<file path="src/rtl/stream_rd_arbiter_if.sv">
// Signal bundle between the stream dispatcher click channels, stream_rd_arbiter and the BRAM read port.
// o_timeout_err is present only when RD_TIMEOUT_EN is defined.
interface stream_rd_arbiter_if #(
    parameter int unsigned NCH    = 5,
    parameter int unsigned DATA_W = 128
);
    logic [NCH-1:0]    i_drive;
    logic [NCH-1:0]    o_free;
    logic [NCH-1:0]    o_drive;
    logic [NCH-1:0]    i_free;
    logic [DATA_W-1:0] o_rd_data;
    logic [2:0]        o_rd_ch;
    logic              o_busy;
    logic              RD_START;
    logic [31:0]       RD_ADDR;
    logic [DATA_W-1:0] RD_DATA;
    logic              RD_DONE;
`ifdef RD_TIMEOUT_EN
    logic              o_timeout_err;

    // master: the arbiter; slave: dispatcher channels plus BRAM
    modport master (
        input  i_drive, i_free, RD_DATA, RD_DONE,
        output o_free, o_drive, o_rd_data, o_rd_ch, o_busy, RD_START, RD_ADDR, o_timeout_err
    );
    modport slave (
        output i_drive, i_free, RD_DATA, RD_DONE,
        input  o_free, o_drive, o_rd_data, o_rd_ch, o_busy, RD_START, RD_ADDR, o_timeout_err
    );
`else
    modport master (
        input  i_drive, i_free, RD_DATA, RD_DONE,
        output o_free, o_drive, o_rd_data, o_rd_ch, o_busy, RD_START, RD_ADDR
    );
    modport slave (
        output i_drive, i_free, RD_DATA, RD_DONE,
        input  o_free, o_drive, o_rd_data, o_rd_ch, o_busy, RD_START, RD_ADDR
    );
`endif
endinterface

</file>
<file path="src/rtl/stream_rd_arbiter.sv">
// Round-robin arbiter from NCH two-phase click request channels onto the single BRAM read port.
// Optional RD_WAIT watchdog with sticky o_timeout_err when RD_TIMEOUT_EN is defined.
module stream_rd_arbiter #(
    parameter int unsigned NCH         = 5,
    parameter int unsigned DATA_W      = 128,
    parameter logic [31:0] BASE_ADDR   = 32'hC000_0000,
    parameter int unsigned ADDR_STEP   = 16
`ifdef RD_TIMEOUT_EN
   ,parameter int unsigned TIMEOUT_CYC = 1024
`endif
) (
    input logic                 clk,
    input logic                 rst,
    stream_rd_arbiter_if.master bus
);
    localparam int unsigned CH_W = 3;
    localparam logic [CH_W-1:0] LAST_RST = CH_W'(NCH - 1);
    localparam logic [NCH-1:0]  CH_ONE   = NCH'(1);
    localparam logic [31:0]     STEP     = 32'(ADDR_STEP);
`ifdef RD_TIMEOUT_EN
    localparam int unsigned     WD_W     = 16;
    localparam logic [WD_W-1:0] WD_LAST  = WD_W'(TIMEOUT_CYC - 1);
`endif

    typedef enum logic [1:0] {
        S_IDLE    = 2'd0,
        S_ISSUE   = 2'd1,
        S_WAIT    = 2'd2,
        S_DELIVER = 2'd3
    } state_e;

    state_e state_q, state_d;

    logic [NCH-1:0]    drv_s1_q, drv_s1_d, drv_s2_q, drv_s2_d, drv_s3_q, drv_s3_d;
    logic [NCH-1:0]    fre_s1_q, fre_s1_d, fre_s2_q, fre_s2_d, fre_s3_q, fre_s3_d;
    logic [NCH-1:0]    pending_q, pending_d;
    logic [NCH-1:0]    free_q, free_d;
    logic [NCH-1:0]    drive_q, drive_d;
    logic [CH_W-1:0]   rd_ch_q, rd_ch_d;
    logic [CH_W-1:0]   last_grant_q, last_grant_d;
    logic              rd_start_q, rd_start_d;
    logic [31:0]       rd_addr_q, rd_addr_d;
    logic [DATA_W-1:0] rd_data_q, rd_data_d;
    logic [31:0]       ptr_q, ptr_d;
    logic              arm_q, arm_d;
    logic              busy_q, busy_d;
`ifdef RD_TIMEOUT_EN
    logic [WD_W-1:0]   wd_cnt_q, wd_cnt_d;
    logic              timeout_q, timeout_d;
`endif

    logic [NCH-1:0]    drv_edge;
    logic [NCH-1:0]    fre_edge;
    logic [NCH-1:0]    ch_mask;
    logic [NCH-1:0]    clr_mask;
    logic              win_found;
    logic [CH_W-1:0]   win_idx;

    // Two-flop synchronizers plus a third stage for toggle detection
    always_comb begin
        drv_s1_d = bus.i_drive;
        drv_s2_d = drv_s1_q;
        drv_s3_d = drv_s2_q;
        fre_s1_d = bus.i_free;
        fre_s2_d = fre_s1_q;
        fre_s3_d = fre_s2_q;
        drv_edge = drv_s2_q ^ drv_s3_q;
        fre_edge = fre_s2_q ^ fre_s3_q;
        ch_mask  = CH_ONE << rd_ch_q;
    end

    // Round-robin pick: first pending channel after last_grant
    always_comb begin
        logic [NCH-1:0] rot;
        int unsigned    idx;
        win_found = 1'b0;
        win_idx   = '0;
        rot       = '0;
        idx       = 0;
        for (int unsigned i = 1; i <= NCH; i++) begin
            idx = int'(last_grant_q) + i;
            if (idx >= NCH) idx = idx - NCH;
            rot = pending_q >> idx;
            if (!win_found && rot[0]) begin
                win_found = 1'b1;
                win_idx   = CH_W'(idx);
            end
        end
    end

    // Next-state and registered-output logic
    always_comb begin
        state_d      = state_q;
        free_d       = free_q;
        drive_d      = drive_q;
        rd_ch_d      = rd_ch_q;
        last_grant_d = last_grant_q;
        rd_start_d   = 1'b0;
        rd_addr_d    = rd_addr_q;
        rd_data_d    = rd_data_q;
        ptr_d        = ptr_q;
        arm_d        = arm_q;
        clr_mask     = '0;
`ifdef RD_TIMEOUT_EN
        wd_cnt_d     = '0;
        timeout_d    = timeout_q;
`endif
        case (state_q)
            S_IDLE: begin
                if (win_found) begin
                    clr_mask     = CH_ONE << win_idx;
                    free_d       = free_q ^ clr_mask;
                    rd_ch_d      = win_idx;
                    last_grant_d = win_idx;
                    state_d      = S_ISSUE;
                end
            end
            S_ISSUE: begin
                rd_start_d = 1'b1;
                rd_addr_d  = ptr_q;
                state_d    = S_WAIT;
            end
            S_WAIT: begin
                if (bus.RD_DONE) begin
                    rd_data_d = bus.RD_DATA;
                    ptr_d     = ptr_q + STEP;
                    arm_d     = 1'b1;
                    state_d   = S_DELIVER;
                end
`ifdef RD_TIMEOUT_EN
                else if (wd_cnt_q == WD_LAST) begin
                    rd_data_d = '0;
                    timeout_d = 1'b1;
                    ptr_d     = ptr_q + STEP;
                    arm_d     = 1'b1;
                    state_d   = S_DELIVER;
                end else begin
                    wd_cnt_d = wd_cnt_q + WD_W'(1);
                end
`endif
            end
            S_DELIVER: begin
                // Data word is already stable when the completion toggle goes out
                if (arm_q) begin
                    drive_d = drive_q ^ ch_mask;
                    arm_d   = 1'b0;
                end else if ((fre_edge & ch_mask) != '0) begin
                    state_d = S_IDLE;
                end
            end
            default: state_d = S_IDLE;
        endcase
        // A new event in the clearing cycle is a fresh request and wins over the clear
        pending_d = (pending_q & ~clr_mask) | drv_edge;
        busy_d    = (state_d != S_IDLE);
    end

    always_ff @(posedge clk or negedge rst) begin
        if (!rst) begin
            state_q      <= S_IDLE;
            drv_s1_q     <= '0;
            drv_s2_q     <= '0;
            drv_s3_q     <= '0;
            fre_s1_q     <= '0;
            fre_s2_q     <= '0;
            fre_s3_q     <= '0;
            pending_q    <= '0;
            free_q       <= '0;
            drive_q      <= '0;
            rd_ch_q      <= '0;
            last_grant_q <= LAST_RST;
            rd_start_q   <= 1'b0;
            rd_addr_q    <= BASE_ADDR;
            rd_data_q    <= '0;
            ptr_q        <= BASE_ADDR;
            arm_q        <= 1'b0;
            busy_q       <= 1'b0;
`ifdef RD_TIMEOUT_EN
            wd_cnt_q     <= '0;
            timeout_q    <= 1'b0;
`endif
        end else begin
            state_q      <= state_d;
            drv_s1_q     <= drv_s1_d;
            drv_s2_q     <= drv_s2_d;
            drv_s3_q     <= drv_s3_d;
            fre_s1_q     <= fre_s1_d;
            fre_s2_q     <= fre_s2_d;
            fre_s3_q     <= fre_s3_d;
            pending_q    <= pending_d;
            free_q       <= free_d;
            drive_q      <= drive_d;
            rd_ch_q      <= rd_ch_d;
            last_grant_q <= last_grant_d;
            rd_start_q   <= rd_start_d;
            rd_addr_q    <= rd_addr_d;
            rd_data_q    <= rd_data_d;
            ptr_q        <= ptr_d;
            arm_q        <= arm_d;
            busy_q       <= busy_d;
`ifdef RD_TIMEOUT_EN
            wd_cnt_q     <= wd_cnt_d;
            timeout_q    <= timeout_d;
`endif
        end
    end

    assign bus.o_free    = free_q;
    assign bus.o_drive   = drive_q;
    assign bus.o_rd_data = rd_data_q;
    assign bus.o_rd_ch   = rd_ch_q;
    assign bus.o_busy    = busy_q;
    assign bus.RD_START  = rd_start_q;
    assign bus.RD_ADDR   = rd_addr_q;
`ifdef RD_TIMEOUT_EN
    assign bus.o_timeout_err = timeout_q;
`endif

endmodule

</file>
<file path="src/flat_wrapper.sv">
// flat-port wrapper written by rule: the top's interface ports become plain ports
module stream_rd_arbiter_flat 
#(
    parameter int unsigned NCH         = 5,
    parameter int unsigned DATA_W      = 128,
    parameter logic [31:0] BASE_ADDR   = 32'hC000_0000,
    parameter int unsigned ADDR_STEP   = 16

)
  (clk, rst, bus_i_drive, bus_i_free, bus_RD_DATA, bus_RD_DONE, bus_o_free, bus_o_drive, bus_o_rd_data, bus_o_rd_ch, bus_o_busy, bus_RD_START, bus_RD_ADDR);
  stream_rd_arbiter_if #(.NCH(NCH), .DATA_W(DATA_W)) bus_i ();
  input logic clk;
  input logic rst;
  input wire logic [$bits(bus_i.i_drive)-1:0] bus_i_drive;
  input wire logic [$bits(bus_i.i_free)-1:0] bus_i_free;
  input wire logic [$bits(bus_i.RD_DATA)-1:0] bus_RD_DATA;
  input wire logic [$bits(bus_i.RD_DONE)-1:0] bus_RD_DONE;
  output wire logic [$bits(bus_i.o_free)-1:0] bus_o_free;
  output wire logic [$bits(bus_i.o_drive)-1:0] bus_o_drive;
  output wire logic [$bits(bus_i.o_rd_data)-1:0] bus_o_rd_data;
  output wire logic [$bits(bus_i.o_rd_ch)-1:0] bus_o_rd_ch;
  output wire logic [$bits(bus_i.o_busy)-1:0] bus_o_busy;
  output wire logic [$bits(bus_i.RD_START)-1:0] bus_RD_START;
  output wire logic [$bits(bus_i.RD_ADDR)-1:0] bus_RD_ADDR;
  assign bus_i.i_drive = bus_i_drive;
  assign bus_i.i_free = bus_i_free;
  assign bus_i.RD_DATA = bus_RD_DATA;
  assign bus_i.RD_DONE = bus_RD_DONE;
  assign bus_o_free = bus_i.o_free;
  assign bus_o_drive = bus_i.o_drive;
  assign bus_o_rd_data = bus_i.o_rd_data;
  assign bus_o_rd_ch = bus_i.o_rd_ch;
  assign bus_o_busy = bus_i.o_busy;
  assign bus_RD_START = bus_i.RD_START;
  assign bus_RD_ADDR = bus_i.RD_ADDR;
  stream_rd_arbiter #(.NCH(NCH), .DATA_W(DATA_W), .BASE_ADDR(BASE_ADDR), .ADDR_STEP(ADDR_STEP)) u_core (.clk(clk), .rst(rst), .bus(bus_i));
endmodule
</file>
<file path="config.mk">
export PLATFORM = sky130hd
export DESIGN_NAME = stream_rd_arbiter_flat
export DESIGN_NICKNAME = d
export VERILOG_FILES = /design/src/rtl/stream_rd_arbiter_if.sv /design/src/rtl/stream_rd_arbiter.sv /design/src/flat_wrapper.sv
export SDC_FILE = /design/constraint.sdc
export NUM_CORES = 1
export LEC_CHECK = 0
export CORE_MARGIN = 2
export CORE_UTILIZATION = 51
export CTS_CLUSTER_SIZE = 24
export DETAILED_ROUTE_END_ITERATION = 10
export GPL_TIMING_DRIVEN = 0
export HOLD_SLACK_MARGIN = 0.06
export PLACE_DENSITY = 0.89
export SYNTH_ARGS = -nofsm -noshare
export SYNTH_HDL_FRONTEND = slang
export SYNTH_SLANG_ARGS = --single-unit
</file>
<file path="constraint.sdc">
create_clock -name clk -period 9.5 [get_ports clk]
set_input_delay 1.9 -clock clk [delete_from_list [all_inputs] [get_ports clk]]
set_output_delay 1.9 -clock clk [all_outputs]
set_load 0.02 [all_outputs]
</file>
### Word level (Yosys, flattened, before mapping)

Cells that the tools add are included.

| storage, ports and cells | value |
|---|---|
| logic and storage cells | 94 |
| output and inout bits | 175 |
| register bits | 248 |
| input bits | 141 |

| cells by class | value |
|---|---|
| bitwise operators | 8 |
| $lt $le $gt $ge | 5 |
| reduce and logical (&&, ||, !) cells | 16 |
| add/sub/neg operators | 11 |
| equality and inequality tests | 4 |
| shifts and indexed selects | 7 |
| mux-type cells | 25 |

Operator list:

| operator | number |
|---|---|
| 32-bit by 3-bit >= comparator with 1-bit output (second input constant) | 5 |
| 32-bit 2-to-1 mux | 5 |
| 5-bit by 32-bit right shift with 1-bit output | 5 |
| 32-bit by 3-bit subtractor with 32-bit output (second input constant) | 5 |
| 32-bit by 5-bit adder with 32-bit output (second input constant) | 1 |
| 5-bit bitwise XOR | 4 |
| 3-bit 2-to-1 mux | 5 |
| 5-bit bitwise AND | 2 |
| 5-bit 2-to-1 mux | 2 |
| 1-bit by 3-bit << shifter with 5-bit output (first input constant) | 2 |
| 3-bit by 2-bit adder with 4-bit output (second input constant) | 2 |
| 3-bit by 3-bit adder with 4-bit output (second input constant) | 2 |
| 2-bit 2-to-1 mux | 4 |
| 2-bit case mux with 4 select lines | 1 |
| 2-bit AND reduction | 4 |
| 1-bit 2-to-1 mux | 7 |
| 5-bit inverter | 1 |
| 5-bit OR | 1 |
| 5-bit nonzero test | 1 |
| 3-bit by 1-bit adder with 4-bit output (second input constant) | 1 |
| 2-bit == test (second input constant) | 2 |
| 1-bit logical AND | 4 |
| 1-bit zero test | 4 |
| 2-bit nonzero test | 2 |
| 4 further kinds | 4 |

### Longest topological paths before layout

Gate-level depths: netlist of the first run.

| depth | value |
|---|---|
| depth in word-level cells | 23 |
| mapped depth | 16 |
| gate-level depth less buffers | 14 |

### Worst setup path after synthesis of the first run

No wires, ideal clock.

| timing | value |
|---|---|
| path kind | register to register |
| start | register u_core.last_grant_q[0] |
| end | register u_core.free_q[0] (netlist: u_core.bus.o_free[0]) |
| required time | 9,421 ps |
| slack | 5,712 ps |
| buffers on the path | 2 |
| library setup time | 79 ps |
| clock period less this slack | 3,788 ps |
| cell stages (with the launch flop) | 17 |
| arrival time | 3,708 ps |
| path through | dfrtp_1 -> buf_4 -> inv_1 -> ha_1 -> buf_4 -> inv_1 -> a22o_1 -> ha_1 -> nor2b_1 -> o211ai_1 -> a31oi_1 -> a22oi_2 -> nand2_1 -> or4_4 -> mux2_4 -> nor3b_2 -> xor2_1 |

| on the way | value |
|---|---|
| longest elaborated chain between the ends | 19 |
| elaborated cells between the ends (all ways) | 46 |

Ends and longest elaborated chain:

| item | line | text |
|---|---|---|
| start: declaration | stream_rd_arbiter.sv:40 | `logic [CH_W-1:0] last_grant_q, last_grant_d;` |
| start signal: assignment | stream_rd_arbiter.sv:194 | `last_grant_q <= last_grant_d;` |
| 3-bit by 1-bit adder with 4-bit output | stream_rd_arbiter.sv:81 | `idx = int'(last_grant_q) + i;` |
| 32-bit by 3-bit subtractor with 32-bit output or 32-bit by 3-bit >= comparator with 1-bit output (tied branches) | stream_rd_arbiter.sv:82 | `if (idx >= NCH) idx = idx - NCH;` |
| 32-bit 2-to-1 mux | stream_rd_arbiter.sv:82 |  |
| 5-bit by 32-bit right shift with 1-bit output | stream_rd_arbiter.sv:83 | `rot = pending_q >> idx;` |
| 1-bit 2-to-1 mux | stream_rd_arbiter.sv:84 | `if (!win_found && rot[0]) begin` |
| 1-bit zero test | stream_rd_arbiter.sv:84 |  |
| 1-bit logical AND | stream_rd_arbiter.sv:84 |  |
| 1-bit 2-to-1 mux | stream_rd_arbiter.sv:84 |  |
| [... 3 more ...] | -- |  |
| 1-bit zero test | stream_rd_arbiter.sv:84 |  |
| 1-bit logical AND | stream_rd_arbiter.sv:84 |  |
| 1-bit 2-to-1 mux | stream_rd_arbiter.sv:84 |  |
| 1-bit zero test | stream_rd_arbiter.sv:84 |  |
| 1-bit logical AND | stream_rd_arbiter.sv:84 |  |
| 3-bit 2-to-1 mux | stream_rd_arbiter.sv:84 |  |
| 1-bit by 3-bit << shifter with 5-bit output | stream_rd_arbiter.sv:111 | `clr_mask = CH_ONE << win_idx;` |
| 5-bit bitwise XOR | stream_rd_arbiter.sv:112 | `free_d = free_q ^ clr_mask;` |
| end signal: assignment | stream_rd_arbiter.sv:191 | `free_q <= free_d;` |
| end: declaration | stream_rd_arbiter.sv:37 | `logic [NCH-1:0] free_q, free_d;` |

Parallel ways exist; a longest one is shown, timed or not.
A chain may end at the register's enable or synchronous reset.

### Worst setup path after layout of the first run

| timing | value |
|---|---|
| start | register u_core.last_grant_q[0] |
| end | register u_core.free_q[1] (netlist: u_core.bus.o_free[1]) |

Same word-level chain as after synthesis.

==> impl_results.md, run 1 <==
- Status: finished clean
- Final hold slack: 0.343 ns
- Final worst-path setup slack: 4.91 ns
- Most common cell in the netlist: nand2_1
- DR iter-0 viols: 469
- Post-place setup slack: 4.91 ns
- First-pass GRT wire length: 49700 um
- Worst clock skew: 0.0199 ns
- Mapped Cells: 1023
- Hold EP: u_core.fre_s2_q[4]
- Share of cells above drive strength 1: 9.01%
- DRT antenna net count: 0
- Clk sinks: 238
- Setup TNS: 0 ns
- Top_reg_cell synth: dfrtp_1
- Max Buffers Root-to-Sink: 3
- Seq/Total Area, Yosys: 57.8%
- Pwr Total: 5.15 mW
- Vias in the first global route: 9206
- Largest net degree at the start of global routing: 89
- Lkg Pwr: 6.95 nW
- Critical Path Max Stage Delay: 0.77 ns
- Setup CP Type: reg -> reg
- Area grow syn2layout: 42.7%
- Die Width: 146 um
- Ranking of synthesized cells by area: dfrtp_1 (56%), nand2_1 (15%), mux2_2 (3.3%)
- Number of hold violations in the final report: 0
- Clock slew seen by the registers of the worst setup and hold paths: 0.06 ns
- Util after Layout: 73.5%
- HPWL Detailed: 22900 um
- Drc violations: 0
- R2r endpoint: u_core.bus.o_free[1]
- CTS Hold Bufs: 0
- Max VDD drop: 0.227 mV
- RePlAce Congestion: 0.958
- CORE AREA: 20000 um^2
- Vias post-DR: 8755
- Hold Path Origin: u_core.fre_s1_q[4]
- Die H: 146 um
- Post-CTS Setup Bufs: 0
- Number of CTS-inserted buffers: 26
- Total Routing Usage GR: 29.5%
- Worst r2r src: u_core.last_grant_q[0]
- Period utilisation layout: 48.3%
- H-tree depth: 1
- WHS Path Cells: 0
- Post-synth ARST share: 100%
- Max-slew headroom: 48.2%
- Hold Path Class: reg -> reg
- Crit path max-delay cell type: o41ai_2
- Initial antenna violation count: 2
- PostCTS Resize Cnt: 0
- Die ar.: 21400 um^2
- Root buffer cell: clkbuf_16
- MaxCap Viol Count: 0
- F_max: 0.218 GHz
- Final #Nets: 1529
- Worst path cell trace: buf_4, inv_1, ha_1, buf_4, inv_1, a22o_1, ha_1, nor2b_1, o211ai_1, a31oi_1, a22oi_2, nand2_1, o41ai_2, a21o_1, nor2_1, xor2_1
- Ys Warns: 0
- FF-to-FF setup slack: 4.91 ns
- Placed instance area: 13800 um^2
- Post-Layout Cell Count: 1659
- Mapped cell area: 10300 um^2
- Num ports: 316
- Via/cell ratio: 5.28
- Crit path time final: 4.59 ns
- Syn Area/Cell: 10.1 um^2
- Worst-path fanout max: 10
- Worst R2R Path Depth: 16
- Final setup fails: 0
- Grt total ovfl: 0
- Fill count: 1344
- Startpoint Class: register
- Drt wl/cell: 19.0 um
- Std cell rows: 52
- Register bit total from synthesis: 238
- Post-synth EDFFs: 0
- Netlist cell types: 79
- P per Cell Area: 350 nW/um^2
- Area share of the largest cell type after synthesis: 56.5%
- DRT Wirelength: 31500 um
- Port buffer count: 311
- Slew Limit Fails: 0
- Latest clock arrival within the worst-skew pair: 0.55 ns
- Slew @ Worst Pin: 0.768 ns
- Post-synth top area cell: dfrtp_1
- CTS tree: yes
- Design area: 14700 um^2
- Placed Cells: 1609
- List of most frequent post-synthesis cells: nand2_1 (424), dfrtp_1 (233), xnor2_1 (34)
- Starting Density: 51.5%
- Critical path arrival: 5.00 ns
- Drt first pass iters: 5
- Crit path required time: 9.91 ns
- Critical Path Sink Type: register
- RSZ-0062 raised after global routing: false
-- sequential cells by signal (all words and copies together) (netlist names), 2 cells and up --
register / flops
u_core.fre_s2_q: 5
u_core.drv_s1_q: 5
u_core.state_q: 2
u_core.ptr_q: 28
u_core.bus.RD_ADDR: 28
u_core.bus.o_drive: 5
u_core.bus.o_free: 5
u_core.fre_s3_q: 5
u_core.drv_s2_q: 5
u_core.drv_s3_q: 5
u_core.bus.o_rd_data: 128
u_core.pending_q: 5
u_core.last_grant_q: 3
u_core.fre_s1_q: 5
-- power by group --
part	internal, mW	switching [mW]	leakage, nW
registers	1.34	0.224	2.97
clock network	0.589	0.422	0.437
logic	1.11	1.47	3.54
-- worst max path at each step --
stage                      startpoint              endpoint  slack (ns)
2_1_floorplan  u_core.last_grant_q[0]  u_core.bus.o_free[0]        5.71
3_3_place_gp                      rst   u_core.pending_q[4]       -3.33
3_5_place_dp              bus_RD_DONE      u_core.ptr_q[27]        4.91
4_1_cts        u_core.last_grant_q[0]  u_core.bus.o_free[0]        4.99
5_1_grt        u_core.last_grant_q[0]  u_core.bus.o_free[1]        4.67
6_report       u_core.last_grant_q[0]  u_core.bus.o_free[1]        4.91
-- worst max-delay path, delay by kind of cell, from the launching register on --
family	cells	cell delay, ns
compound gates	6	1.88
buf+inv	4	0.76
fa+ha+maj	2	0.61
flops	1	0.58
simple gates	3	0.46
xor+xnor	1	0.16
-- final cells by class --
type | instances | area [um^2] | area share [%]
flip-flops and latches | 238 | 5960 | 40.5
multi-input cells | 722 | 4050 | 27.5
repair buffers | 313 | 3170 | 21.6
clock buffers | 37 | 762 | 5.18
well taps | 270 | 338 | 2.29
plain buffers | 50 | 262 | 1.78
clock inverters | 11 | 113 | 0.765
inverters | 16 | 60.1 | 0.408
diodes | 2 | 5.00 | 0.0340
-- cells by family after synthesis --
kind of cell / after synthesis / share of synthesized area (%)
mux: 43 / 4.86
flops: 238 / 57.8
xor+xnor: 52 / 4.41
fa+ha+maj: 21 / 2.62
compound gates: 77 / 5.87
other cells: 1 / 0.0363
simple gates: 525 / 21.3
buf+inv: 66 / 3.12
-- cell usage in the layout (no fill, tap or decap), types with 5 or more instances in the layout --
cell type,instances
clkdlybuf4s50_1,310
o2111ai_1,5
clkbuf_16,26
mux2_2,30
nand2b_1,11
nand4_1,6
buf_4,10
xor2_1,18
nor2_1,24
ha_1,20
dfrtp_1,233
mux2i_1,10
clkbuf_8,9
and3_1,6
a21oi_1,13
dfstp_2,5
buf_1,7
o21ai_0,15
nand3_1,18
clkinv_2,7
inv_1,16
clkbuf_1,32
nand2_1,424
nor3b_1,5
xnor2_1,34
-- metal layers --
layer	share of wire, %	vias up	global-route usage, %
li1	-	4004	-
met1	35	4220	32.4
met2	49	402	50.4
met3	9.0	129	8.97
met4	7.4	0	18.0
met5	0	-	0
Note: power is estimated with default switching activity, not from simulation.
==> run 2, diff against run 1 <==
--- a/config.mk
+++ b/config.mk
@@ -6,12 +6,12 @@
 export NUM_CORES = 1
 export LEC_CHECK = 0
 export CORE_MARGIN = 2
-export CORE_UTILIZATION = 51
+export CORE_UTILIZATION = 43
 export CTS_CLUSTER_SIZE = 24
 export DETAILED_ROUTE_END_ITERATION = 10
 export GPL_TIMING_DRIVEN = 0
 export HOLD_SLACK_MARGIN = 0.06
-export PLACE_DENSITY = 0.89
+export PLACE_DENSITY = 0.8
 export SYNTH_ARGS = -nofsm -noshare
 export SYNTH_HDL_FRONTEND = slang
 export SYNTH_SLANG_ARGS = --single-unit
==> constraint.sdc (replaced) <==
create_clock -name clk -period 4.16 [get_ports clk]
set_input_delay 0.832 -clock clk [delete_from_list [all_inputs] [get_ports clk]]
set_output_delay 0.832 -clock clk [all_outputs]
set_load 0.02 [all_outputs]
==> impl_results.md, run 2 (synthesis results as in run 1) <==
- CTS tree: yes (unchanged)
- Worst path cell trace: buf_6, clkinvlp_4, ha_1, buf_4, inv_1, a22o_1, ha_1, nor2b_1, o211ai_1, a31oi_1, a22oi_2, nand2_2, or4_4, mux2_4, nor3b_2, xor2_1 (was buf_4, inv_1, ha_1, buf_4, inv_1, a22o_1, ha_1, nor2b_1, o211ai_1, a31oi_1, a22oi_2, nand2_1, o41ai_2, a21o_1, nor2_1, xor2_1)
- HPWL Detailed: 22700 um (was 22900 um)
- Port buffer count: 311 (unchanged)
- MaxCap Viol Count: 0 (unchanged)
- Cell repeated most along the worst path: ha_1
- Num ports: 316 (unchanged)
- H-tree depth: 1 (unchanged)
- F_max: 0.249 GHz (was 0.218 GHz)
- Die H: 159 um (was 146 um)
- Crit path max-delay cell type: or4_4 (was o41ai_2)
- P per Cell Area: 804 nW/um^2 (was 350 nW/um^2)
- DRT Wirelength: 30400 um (was 31500 um)
- Via/cell ratio: 4.98 (was 5.28)
- Slew @ Worst Pin: 0.753 ns (was 0.768 ns)
- Status: finished clean (unchanged)
- CORE AREA: 23500 um^2 (was 20000 um^2)
- Crit path time final: 4.02 ns (was 4.59 ns)
- Final setup fails: 0 (unchanged)
- Worst-path fanout max: 10 (unchanged)
- Sw frac: 39.9% (was 41.0%)
- Pwr Total: 12.0 mW (was 5.15 mW)
- Internal: 7.23 mW (was 3.04 mW)
- Hold Path Class: in -> async (was reg -> reg)
- Drc violations: 0 (unchanged)
- FF-to-FF setup slack: 0.14 ns (was 4.91 ns)
- First-pass GRT wire length: 47400 um (was 49700 um)
- Final #Nets: 1543 (was 1529)
- P_sw: 4.79 mW (was 2.11 mW)
- Critical path arrival: 4.47 ns (was 5.00 ns)
- Power share of the combinational group: 50.0% (about the same)
- Lkg Pwr: 7.01 nW (was 6.95 nW)
- Worst r2r src: u_core.last_grant_q[0] (unchanged)
- Crit path required time: 4.61 ns (was 9.91 ns)
- Final hold slack: 0.241 ns (was 0.343 ns)
- ANT cells: 0 (was 2)
- Area grow syn2layout: 44.8% (was 42.7%)
- Die Width: 159 um (was 146 um)
- Total Routing Usage GR: 23.7% (was 29.5%)
- Number of CTS-inserted buffers: 27 (was 26)
- Startpoint Class: register (unchanged)
- Clock power frac: 20.4% (was 19.6%)
- Placed Cells: 1658 (was 1609)
- Clk sinks: 238 (unchanged)
- Initial antenna violation count: 3 (was 2)
- Drt first pass iters: 5 (unchanged)
- Register share of total power: 29.6% (was 30.4%)
- Latest clock arrival within the worst-skew pair: 0.54 ns (was 0.55 ns)
- Worst clock skew: 0.0206 ns (was 0.0199 ns)
- Drt wl/cell: 17.7 um (was 19.0 um)
- Most frequent cells in the layout: nand2_1 (423), clkdlybuf4s50_1 (310), dfrtp_1 (231), clkbuf_1 (38), xnor2_1 (34) (was nand2_1 (424), clkdlybuf4s50_1 (310), dfrtp_1 (233), xnor2_1 (34), clkbuf_1 (32))
- Max reg flops: 128 (unchanged)
- Max Buffers Root-to-Sink: 3 (unchanged)
- Slew Limit Fails: 0 (unchanged)
- Root buffer cell: clkbuf_16 (unchanged)
- DR iter-0 viols: 461 (was 469)
- Critical Path Sink Type: register (unchanged)
- Vias in the first global route: 8690 (was 9206)
- Largest net degree at the start of global routing: 91 (was 89)
- R2r endpoint: u_core.bus.o_free[0] (was u_core.bus.o_free[1])
- RePlAce Congestion: 0.927 (was 0.958)
- Die ar.: 25300 um^2 (was 21400 um^2)
- CTS Hold Bufs: 0 (unchanged)
- Starting Density: 43.8% (was 51.5%)
- DRT antenna net count: 0 (unchanged)
- Number of hold violations in the final report: 0 (unchanged)
- Most common cell after layout, fill and taps aside: nand2_1 (unchanged)
- Clock slew seen by the registers of the worst setup and hold paths: 0.06 ns (about the same)
- Setup CP Type: reg -> reg (unchanged)
- Grt total ovfl: 0 (unchanged)
- Std cell rows: 56 (was 52)
- Post-Layout Cell Count: 1718 (was 1659)
- Critical Path Max Stage Delay: 0.56 ns (was 0.77 ns)
- Share of cells above drive strength 1: 9.79% (was 9.01%)
- Vias post-DR: 8553 (was 8755)
- Period utilisation layout: 96.6% (was 48.3%)
- Max VDD drop: 0.499 mV (was 0.227 mV)
- Worst R2R Path Depth: 16 (unchanged)
- Max-slew headroom: 48.5% (was 48.2%)
run 2: power by group through the flow:
stage          Combinational (mW)  Clock, mW  Sequential [mW]
3_3_place_gp                 5.72          0             3.56
6_report                     6.00       2.46             3.56
5_1_grt                      6.44       2.61             3.64
4_1_cts                      5.92       2.50             3.56
3_5_place_dp                 5.80          0             3.58
2_1_floorplan                2.58          0             4.34
run 2: cell type report:
class                      instances  area [um^2]
buffer                            50          265
clock buffer                      41          768
clock inverter                     6          145
fill                            1908         8600
inverter                          16         67.6
multi-input combinational        722         4060
sequential                       238         5960
tap                              319          399
timing repair buffer             326         3270
run 2: critical path: cells and delay by family, from the launching register on:
family	cells	cell delay [ns]
and+or+nand+nor	4	1.07
buffers and inverters	4	0.61
adders and majority gates	2	0.55
DFF	1	0.43
xor gates and xnor gates	1	0.17
AOI/OAI and AO/OA	4	0.78
muxes	1	0.32
run 2: per-stage QoR:
| step | TNS, ns | setup WS [ns] | util, % | cell area, um^2 |
|---|---|---|---|---|
| finish | 0 | 0.140 | 63.5 | 14900 |
| global route | -0.0112 | -0.0112 | 63.5 | 14900 |
| CTS | 0 | 0.0116 | 63.1 | 14900 |
| detailed placement | -3.13 | -0.310 | 59.1 | 13900 |
| global placement | -1831.17 | -7.77 | 58.8 | 13800 |
| floorplan | 0 | 0.372 | - | 10300 |
run 2: layer usage:
layer | part of all wire (%) | GRT usage (%) | up-vias
met5 | 0.14 | 0 | -
met4 | 5.5 | 11.8 | 6
met3 | 8.1 | 6.79 | 85
met2 | 49 | 41.4 | 318
met1 | 37 | 26.5 | 4111
li1 | - | - | 4033
run 2: what timing repair did:
item	in CTS	in global routing
gates cloned	0	0
setup endpoints to repair	15	13
gates resized for setup	5	4
pin swaps	2	1
buffers inserted	4	9
run 2: worst max-delay path by stage:
stage,slack [ns],startpoint,endpoint
2_1_floorplan,0.37,u_core.last_grant_q[0],u_core.bus.o_free[0]
3_3_place_gp,-7.77,rst,u_core.bus.o_rd_data[79]
5_1_grt,-0.01,u_core.last_grant_q[0],u_core.bus.o_free[0]
6_report,0.14,u_core.last_grant_q[0],u_core.bus.o_free[0]
3_5_place_dp,-0.31,u_core.last_grant_q[0],u_core.bus.o_free[1]
4_1_cts,0.01,u_core.last_grant_q[0],u_core.bus.o_free[0]
